### src/rtl/axilite_mmap_pkg.sv
// Shared AXI-Lite response codes, FSM state encodings and default map
// placement for the sparse-map register slave.
package axilite_mmap_pkg;

    localparam logic [1:0] RESP_OKAY   = 2'b00;
    localparam logic [1:0] RESP_SLVERR = 2'b10;

    localparam logic [31:0] DEF_BASE_ADDR = 32'h0001_0000;
    localparam int          DEF_SLOT_LOG2 = 14;

    typedef enum logic [1:0] {
        W_ADDR,
        W_DATA,
        W_RESP
    } wstate_e;

    typedef enum logic {
        R_ADDR,
        R_DATA
    } rstate_e;

endpackage

### src/rtl/axilite_mmap_regfile.sv
// Register bank with one byte-strobed write port and one combinational
// read port; a read and a write in the same cycle see the old contents.
module axilite_mmap_regfile #(
    parameter int DATA_WIDTH = 32,
    parameter int NUM_REGS   = 4,
    parameter int IDX_W      = $clog2(NUM_REGS)
) (
    input  logic                      clk_i,
    input  logic                      rst_ni,
    input  logic                      we_i,
    input  logic [IDX_W-1:0]          widx_i,
    input  logic [DATA_WIDTH-1:0]     wdata_i,
    input  logic [DATA_WIDTH/8-1:0]   wstrb_i,
    input  logic [IDX_W-1:0]          ridx_i,
    output logic [DATA_WIDTH-1:0]     rdata_o
);

    logic [NUM_REGS-1:0][DATA_WIDTH-1:0] regs_q;

    always_ff @(posedge clk_i or negedge rst_ni) begin
        if (!rst_ni) begin
            regs_q <= '0;
        end else if (we_i) begin
            for (int b = 0; b < DATA_WIDTH/8; b++) begin
                if (wstrb_i[b]) regs_q[widx_i][8*b +: 8] <= wdata_i[8*b +: 8];
            end
        end
    end

    assign rdata_o = regs_q[ridx_i];

endmodule

### src/rtl/axilite_slave_mmap.sv
// AXI4-Lite slave: NUM_REGS registers, one per 2**SLOT_LOG2 slot above BASE_ADDR.
// Define AXIL_MMAP_ADDR_ERR_EN to answer out-of-window accesses with SLVERR.
module axilite_slave_mmap
    import axilite_mmap_pkg::*;
#(
    parameter int                    DATA_WIDTH = 32,
    parameter int                    ADDR_WIDTH = 32,
    parameter int                    NUM_REGS   = 4,
    parameter logic [ADDR_WIDTH-1:0] BASE_ADDR  = DEF_BASE_ADDR,
    parameter int                    SLOT_LOG2  = DEF_SLOT_LOG2
) (
    input  logic                    clock,
    input  logic                    reset_n,
    input  logic [ADDR_WIDTH-1:0]   S_AXI_AWADDR,
    input  logic [2:0]              S_AXI_AWPROT,
    input  logic                    S_AXI_AWVALID,
    output logic                    S_AXI_AWREADY,
    input  logic [DATA_WIDTH-1:0]   S_AXI_WDATA,
    input  logic [DATA_WIDTH/8-1:0] S_AXI_WSTRB,
    input  logic                    S_AXI_WVALID,
    output logic                    S_AXI_WREADY,
    output logic [1:0]              S_AXI_BRESP,
    output logic                    S_AXI_BVALID,
    input  logic                    S_AXI_BREADY,
    input  logic [ADDR_WIDTH-1:0]   S_AXI_ARADDR,
    input  logic [2:0]              S_AXI_ARPROT,
    input  logic                    S_AXI_ARVALID,
    output logic                    S_AXI_ARREADY,
    output logic [DATA_WIDTH-1:0]   S_AXI_RDATA,
    output logic [1:0]              S_AXI_RRESP,
    output logic                    S_AXI_RVALID,
    input  logic                    S_AXI_RREADY
);

    localparam int IDX_W = $clog2(NUM_REGS);

    wstate_e                 wstate_q, wstate_d;
    rstate_e                 rstate_q, rstate_d;
    logic                    awready_q, wready_q, bvalid_q, arready_q, rvalid_q;
    logic [ADDR_WIDTH-1:0]   awaddr_q, awaddr_d;
    logic [1:0]              bresp_q, bresp_d, rresp_q, rresp_d;
    logic [DATA_WIDTH-1:0]   rdata_q, rdata_d, reg_rdata;
    logic                    reg_we, aw_ok, ar_ok;
    logic                    aw_hs, w_hs, b_hs, ar_hs, r_hs;

    assign aw_hs = S_AXI_AWVALID & awready_q;
    assign w_hs  = S_AXI_WVALID  & wready_q;
    assign b_hs  = S_AXI_BREADY  & bvalid_q;
    assign ar_hs = S_AXI_ARVALID & arready_q;
    assign r_hs  = S_AXI_RREADY  & rvalid_q;

`ifdef AXIL_MMAP_ADDR_ERR_EN
    localparam logic [ADDR_WIDTH-1:0] WIN_SIZE = ADDR_WIDTH'(NUM_REGS) << SLOT_LOG2;
    // Unsigned wrap makes addresses below BASE_ADDR land far outside the window.
    assign aw_ok = (awaddr_q - BASE_ADDR) < WIN_SIZE;
    assign ar_ok = (S_AXI_ARADDR - BASE_ADDR) < WIN_SIZE;
`else
    assign aw_ok = 1'b1;
    assign ar_ok = 1'b1;
`endif

    logic unused_ok;
    assign unused_ok = ^{S_AXI_AWPROT, S_AXI_ARPROT, awaddr_q, S_AXI_ARADDR};

    axilite_mmap_regfile #(
        .DATA_WIDTH(DATA_WIDTH),
        .NUM_REGS  (NUM_REGS),
        .IDX_W     (IDX_W)
    ) u_regfile (
        .clk_i  (clock),
        .rst_ni (reset_n),
        .we_i   (reg_we),
        .widx_i (awaddr_q[SLOT_LOG2 +: IDX_W]),
        .wdata_i(S_AXI_WDATA),
        .wstrb_i(S_AXI_WSTRB),
        .ridx_i (S_AXI_ARADDR[SLOT_LOG2 +: IDX_W]),
        .rdata_o(reg_rdata)
    );

    always_comb begin
        wstate_d = wstate_q;
        awaddr_d = awaddr_q;
        bresp_d  = bresp_q;
        reg_we   = 1'b0;
        unique case (wstate_q)
            W_ADDR: if (aw_hs) begin
                awaddr_d = S_AXI_AWADDR;
                wstate_d = W_DATA;
            end
            W_DATA: if (w_hs) begin
                reg_we   = aw_ok;
                bresp_d  = aw_ok ? RESP_OKAY : RESP_SLVERR;
                wstate_d = W_RESP;
            end
            W_RESP: if (b_hs) wstate_d = W_ADDR;
            default: wstate_d = W_ADDR;
        endcase
    end

    always_comb begin
        rstate_d = rstate_q;
        rdata_d  = rdata_q;
        rresp_d  = rresp_q;
        unique case (rstate_q)
            R_ADDR: if (ar_hs) begin
                rdata_d  = ar_ok ? reg_rdata : '0;
                rresp_d  = ar_ok ? RESP_OKAY : RESP_SLVERR;
                rstate_d = R_DATA;
            end
            R_DATA: if (r_hs) rstate_d = R_ADDR;
            default: rstate_d = R_ADDR;
        endcase
    end

    // Handshake outputs are registered copies of the next state, so READY
    // stays low through reset and rises on the first edge after release.
    always_ff @(posedge clock or negedge reset_n) begin
        if (!reset_n) begin
            wstate_q  <= W_ADDR;
            rstate_q  <= R_ADDR;
            awaddr_q  <= '0;
            bresp_q   <= RESP_OKAY;
            rresp_q   <= RESP_OKAY;
            rdata_q   <= '0;
            awready_q <= 1'b0;
            wready_q  <= 1'b0;
            bvalid_q  <= 1'b0;
            arready_q <= 1'b0;
            rvalid_q  <= 1'b0;
        end else begin
            wstate_q  <= wstate_d;
            rstate_q  <= rstate_d;
            awaddr_q  <= awaddr_d;
            bresp_q   <= bresp_d;
            rresp_q   <= rresp_d;
            rdata_q   <= rdata_d;
            awready_q <= (wstate_d == W_ADDR);
            wready_q  <= (wstate_d == W_DATA);
            bvalid_q  <= (wstate_d == W_RESP);
            arready_q <= (rstate_d == R_ADDR);
            rvalid_q  <= (rstate_d == R_DATA);
        end
    end

    assign S_AXI_AWREADY = awready_q;
    assign S_AXI_WREADY  = wready_q;
    assign S_AXI_BVALID  = bvalid_q;
    assign S_AXI_BRESP   = bresp_q;
    assign S_AXI_ARREADY = arready_q;
    assign S_AXI_RVALID  = rvalid_q;
    assign S_AXI_RDATA   = rdata_q;
    assign S_AXI_RRESP   = rresp_q;

endmodule

### config.mk
export PLATFORM = sky130hd
export DESIGN_NAME = axilite_slave_mmap
export DESIGN_NICKNAME = d
export VERILOG_FILES = /design/src/rtl/axilite_mmap_pkg.sv /design/src/rtl/axilite_mmap_regfile.sv /design/src/rtl/axilite_slave_mmap.sv
export SDC_FILE = /design/constraint.sdc
export NUM_CORES = 1
export LEC_CHECK = 0
export CAP_MARGIN = 20
export CORE_UTILIZATION = 46
export DETAILED_ROUTE_END_ITERATION = 6
export HOLD_SLACK_MARGIN = 0.08
export PLACE_DENSITY_LB_ADDON = 0.1
export SETUP_SLACK_MARGIN = 0.5
export SLEW_MARGIN = 40
export SYNTH_ARGS = -nofsm -noshare
export SYNTH_HDL_FRONTEND = slang
export SYNTH_SLANG_ARGS = --single-unit
export TNS_END_PERCENT = 30
### constraint.sdc
create_clock -name clock -period 1.75 [get_ports clock]
set_clock_uncertainty 0.15 [all_clocks]
set_input_delay 0.2625 -clock clock [delete_from_list [all_inputs] [get_ports clock]]
set_output_delay 0.2625 -clock clock [all_outputs]
set_load 0.01 [all_outputs]
Word-level counts from Yosys, hierarchy flattened
Index checks and enable logic that the tools add are counted.
Operators by class
  add/sub/neg operators: 0
  shift operators: 0
  order comparisons: 3
  reductions and logical operators: 5
  muxes and demuxes: 30
  divide/modulo/power cells: 0
  bitwise operators: 7
  equal/unequal tests: 4
  multipliers: 0
Operators with widths (count)
  two-way mux 128 bit: 7
  bitwise mux 128 bit: 4
  demux 32 bit (select 2 bit): 4
  binary-select mux 32 bit (select 2 bit): 1
  two-way mux 32 bit: 2
  two-way mux 24 bit: 1
  two-way mux 16 bit: 1
  two-way mux 8 bit: 1
  < comparator 2 x 3 -> 1 bit, second input constant: 2
  two-way mux 2 bit: 3
  case mux 2 bit (3 select lines): 1
  AND 1 bit: 5
  == test 2 x 1 -> 1 bit, second input constant: 2
  == test 2 bit, second input constant: 2
  zero test 2 bit: 2
  two-way mux 1 bit: 4
  AND reduction 2 bit: 2
  greater-or-equal comparator 2 x 1 -> 1 bit, second input constant: 1
  NOT 1 bit: 2
  case mux 1 bit (2 select lines): 1
  logical AND 1 bit: 1
Word-level totals
  flip-flop bits (word level): 183
  output and inout bits: 41
  latch bits: 0
  memories kept: 0
  input port bits: 113
  logic and storage cells: 61
  bits in read-only memories: 0
  memory bits (writable): 0

Depth between registers and ports, before layout
  word-level depth: 15
  gate-level depth with buffers: 6
  mapped depth without buffers: 3

Modules after synthesis
Synthesis repeated with hierarchy kept, for this count alone.
Unflattened totals
  cells, all modules: 418
  area, all modules: 7529.7 µm²
Modules (own cells, without submodules)
  axilite_mmap_regfile: instances 1, sequential area each 3203.1 µm², area each 5808.1 µm², cells each 319
  axilite_slave_mmap: instances 1, sequential area each 1026.0 µm², area each 1721.7 µm², cells each 99

Least setup slack after synthesis
No wires, ideal clock.
  path kind: flip-flop to flip-flop
  start: reg wstate_q[1]
  end: reg u_regfile.regs_q[64] in the netlist's numbering
  arrival: 1.478 ns
  stages on the path, launching flop included: 6
  required time: 1.475 ns
  period minus slack after synthesis: 1.753 ns
  library setup time: 0.125 ns
  buffers on the path: 2
  slack: -0.003 ns
  path through: dfrtp_1 > and4b_4 > buf_6 > and3_4 > buf_6 > mux2_4
Between the ends
  word-level cells in the longest chain between the ends: 2
Ends and longest elaborated chain
  start: declaration: RTL line axilite_slave_mmap.sv:37  | wstate_e wstate_q, wstate_d;
  start signal: assignment: RTL line axilite_slave_mmap.sv:131  | wstate_q <= wstate_d;
  == test 2 x 1 -> 1 bit: RTL line axilite_slave_mmap.sv:85  | unique case (wstate_q)
  two-way mux 1 bit: RTL line axilite_slave_mmap.sv:85
  end signal: indexed assignment: RTL line axilite_mmap_regfile.sv:25  | if (wstrb_i[b]) regs_q[widx_i][8*b +: 8] <= wdata_i[8*b +: 8];
  end: declaration: RTL line axilite_mmap_regfile.sv:18  | logic [NUM_REGS-1:0][DATA_WIDTH-1:0] regs_q;
Every way passes these cells.
A chain may end at the register's enable or synchronous reset.

Worst setup path in the final report
  start: reg wstate_q[1]
  end: reg u_regfile.regs_q[47] in the netlist's numbering
The elaborated chain is that of the path after synthesis.

==> results by group <==
Detailed routing
  – Drt via density: 5.29
  – Pre-antenna DRT Iters: 4
  – Detailed Route Iter0 Violations: 171
  – DRT antenna net count: 0
  – Residual DRC: 0
  – Routed WL: 16300 um
  – DR WL/cell: 19.1 um
  – Routed via count: 4516

Worst setup path
  – CP peak stage delay: 0.39 ns
  – Crit. End Element: flip-flop
  – Reg2reg start: wstate_q[1]
  – Crit-path cells: and4b_4 > buf_12 > and3_4 > mux2_4
  – Reg2reg setup slack: -0.04 ns
  – CP Class: reg -> reg
  – Worst-path fanout max: 8
  – Worst R2R Path Depth: 4
  – Startpoint types: flip-flop
  – CP required: 1.91 ns
  – R2R Path End: u_regfile.regs_q[47]
  – Worst EP arrival: 1.94 ns
  – Slowest-stage cell, CP: and4b_4

Finish
  – Synthesis-to-finish area growth: 32.7%
  – Most common cell after layout, fill and taps aside: dfrtp_1
  – Most frequent cells in the layout: 169 x dfrtp_1, 90 x mux2_4, 64 x mux2i_1
  – Nets@finish: 738
  – Share of layout cells above drive strength 1: 0.474
  – Util after Layout: 0.623
  – ANT cells: 0

Timing
  – Tmin final: 1.79 ns
  – Fin. max-slew vios: 0
  – Endpoints failing setup: 44
  – Final setup margin: -0.0377 ns
  – Final Hold Viols: 0
  – Part of the cycle the worst path needs: 1.02
  – RSZ-0062 raised after global routing: true
  – Fmax: 0.559 GHz

GRT
  – First-pass GRT wire length: 25900 um
  – Vias in the first global route: 4838
  – Antenna violations before repair: 0
  – Largest net degree at the start of global routing: 51
  – Overflow after GRT: 0
  – GRT Total Usage: 0.210

Logic synthesis
  – Synth cell types: 28
  – Synth Register Bits: 169
  – Most area-consuming cells after synthesis: dfrtp_1 57%, mux2_2 12%, mux2_4 9.7%
  – Synth area leader: dfrtp_1
  – Async SR Flop Fraction: 1.00
  – Cell count after synthesis: 503
  – Yosys warns: 0
  – Synthesized area per cell: 14.8 um2
  – Seq/Total Area, Yosys: 0.569
  – Synth top area share: 0.569
  – Number of flops mapped to enable cells by yosys: 0
  – Dominant synthesized flop cell: dfrtp_1
  – Synthesized area: 0.00743 mm2

Power
  – Total power: 14.4 mW
  – Leakage: 4.67 nW
  – Max IR drop VDD: 0.000835 V
  – PD cells: 1460 mW/mm2

CTS
  – Root Buffer: clkbuf_16
  – CTS buffer count: 17
  – H-tree depth: 4
  – CTS tree: done
  – Worst-Skew Late Latency: 0.43 ns
  – Clock Path Buffers: 2
  – Worst-path clk slew: 0.06 ns
  – Clock tree sinks: 169

Min path
  – Min-Delay Path Class: in -> reg
  – Hold Path End: S_AXI_RDATA[11]
  – Hold depth: 3
  – HP Start: S_AXI_ARADDR[15]

Placement
  – Worst slack, placed: -0.368 ns
  – GP Congestion: 0.748
  – Hpwl dp: 9960 um
  – Port Buffers: 83

Floorplan
  – Core area: 0.0158 mm2
  – Io pins: 154
  – Die area: 0.0167 mm2
  – Std-Cell Rows: 46
  – Die X: 129 um
  – Starting Density: 0.469
  – Height of the die: 129 um

Job
  – Max_cap viols: 0

Outcome
  – Outcome: finished, violations left
  – Violated checks: setup timing
-- synthesized netlist by cell type (2+ instances only) --
| master | count |
|---|---|
| dfrtp_1 | 169 |
| mux2_2 | 82 |
| mux2i_1 | 64 |
| mux2_4 | 48 |
| nand2_1 | 37 |
| o221ai_1 | 32 |
| buf_2 | 9 |
| clkbuf_1 | 9 |
| buf_6 | 7 |
| and3_4 | 6 |
| buf_4 | 5 |
| nand3_1 | 5 |
| nand3_2 | 4 |
| nor2_2 | 4 |
| a21oi_1 | 3 |
| nor2b_1 | 3 |
| and3_1 | 2 |
| inv_1 | 2 |
| nand3b_1 | 2 |
| o21ai_0 | 2 |
-- how the worst max path moves through the flow --
stage	start	to	cells past startpoint
3_5_place_dp	S_AXI_WVALID	u_regfile.regs_q[42]	5
2_1_floorplan	wstate_q[1]	u_regfile.regs_q[64]	5
3_3_place_gp	S_AXI_WVALID	u_regfile.regs_q[49]	5
4_1_cts	wstate_q[1]	u_regfile.regs_q[47]	4
5_1_grt	S_AXI_WREADY	u_regfile.regs_q[89]	5
6_report	wstate_q[1]	u_regfile.regs_q[47]	4
-- cell families after synthesis --
kind of cell,Yosys count,synth area share
compound gates,39,0.0433
other cells,1,0.000505
buf+inv,32,0.0273
flops,169,0.569
simple gates,68,0.0520
mux,194,0.308
-- layer usage --
metal  vias to the layer above  global-route usage  part of all wire
li1                       2074                   -                 -
met1                      2358               0.271              0.47
met3                        14              0.0429             0.029
met4                         0              0.0657             0.011
met5                         -                   0                 0
met2                        70               0.356              0.49
-- flip-flops by register name, indices dropped and copies added, names as in the netlist --
| register | flops |
|---|---|
| u_regfile.regs_q | 128 |
| S_AXI_RVALID | 1 |
| wstate_q | 2 |
| S_AXI_BVALID | 1 |
| S_AXI_RDATA | 32 |
| S_AXI_ARREADY | 1 |
| awaddr_q | 2 |
| S_AXI_WREADY | 1 |
| S_AXI_AWREADY | 1 |
-- per-stage QoR --
step / cells / area, um2 / hold slack, ns / setup TNS, ns
2_1_floorplan: 506 / 7460 / -0.183 / 0
3_3_place_gp: 814 / 8840 / 0.0352 / -41.11
3_5_place_dp: 814 / 8840 / 0.0389 / -40.15
4_1_cts: 850 / 9560 / 0.158 / -1.99
5_1_grt: 853 / 9860 / 0.154 / -2.78
6_report: 853 / 9860 / 0.135 / -0.831
-- cell type report --
cell class | instances | area [um2]
clock buffers | 23 | 478
well taps | 216 | 270
repair buffers | 130 | 1240
multi-input cells | 305 | 3490
clock inverters | 8 | 143
flip-flops and latches | 169 | 4230
inverters | 2 | 7.51
fillers | 1182 | 5970
-- critical path, delay by kind of cell, from the launching register on --
family / cells / cell delay, ns
buffers and inverters: 1 / 0.13
flip-flops: 1 / 0.38
AND/OR/NAND/NOR: 2 / 0.68
multiplexers: 1 / 0.32
-- what timing repair did --
action | 4_1_cts | 5_1_grt
endpoints found under the setup margin | 201 | 204
hold buffers | 1 | 0
cloned | 0 | 0
endpoints found under the hold margin | 169 | 0
pin swaps | 35 | 39
buffers inserted | 4 | 3
resized for setup | 190 | 65
-- report_power, final --
part	internal (mW)	total, mW	switching, mW	leakage (nW)
Clock	2.49	3.97	1.48	0.303
Sequential	5.28	6.07	0.784	2.25
Combinational	2.57	4.38	1.80	2.11
Total	10.3	14.4	4.07	4.67
No activity file was read; power rests on OpenSTA's default activity.
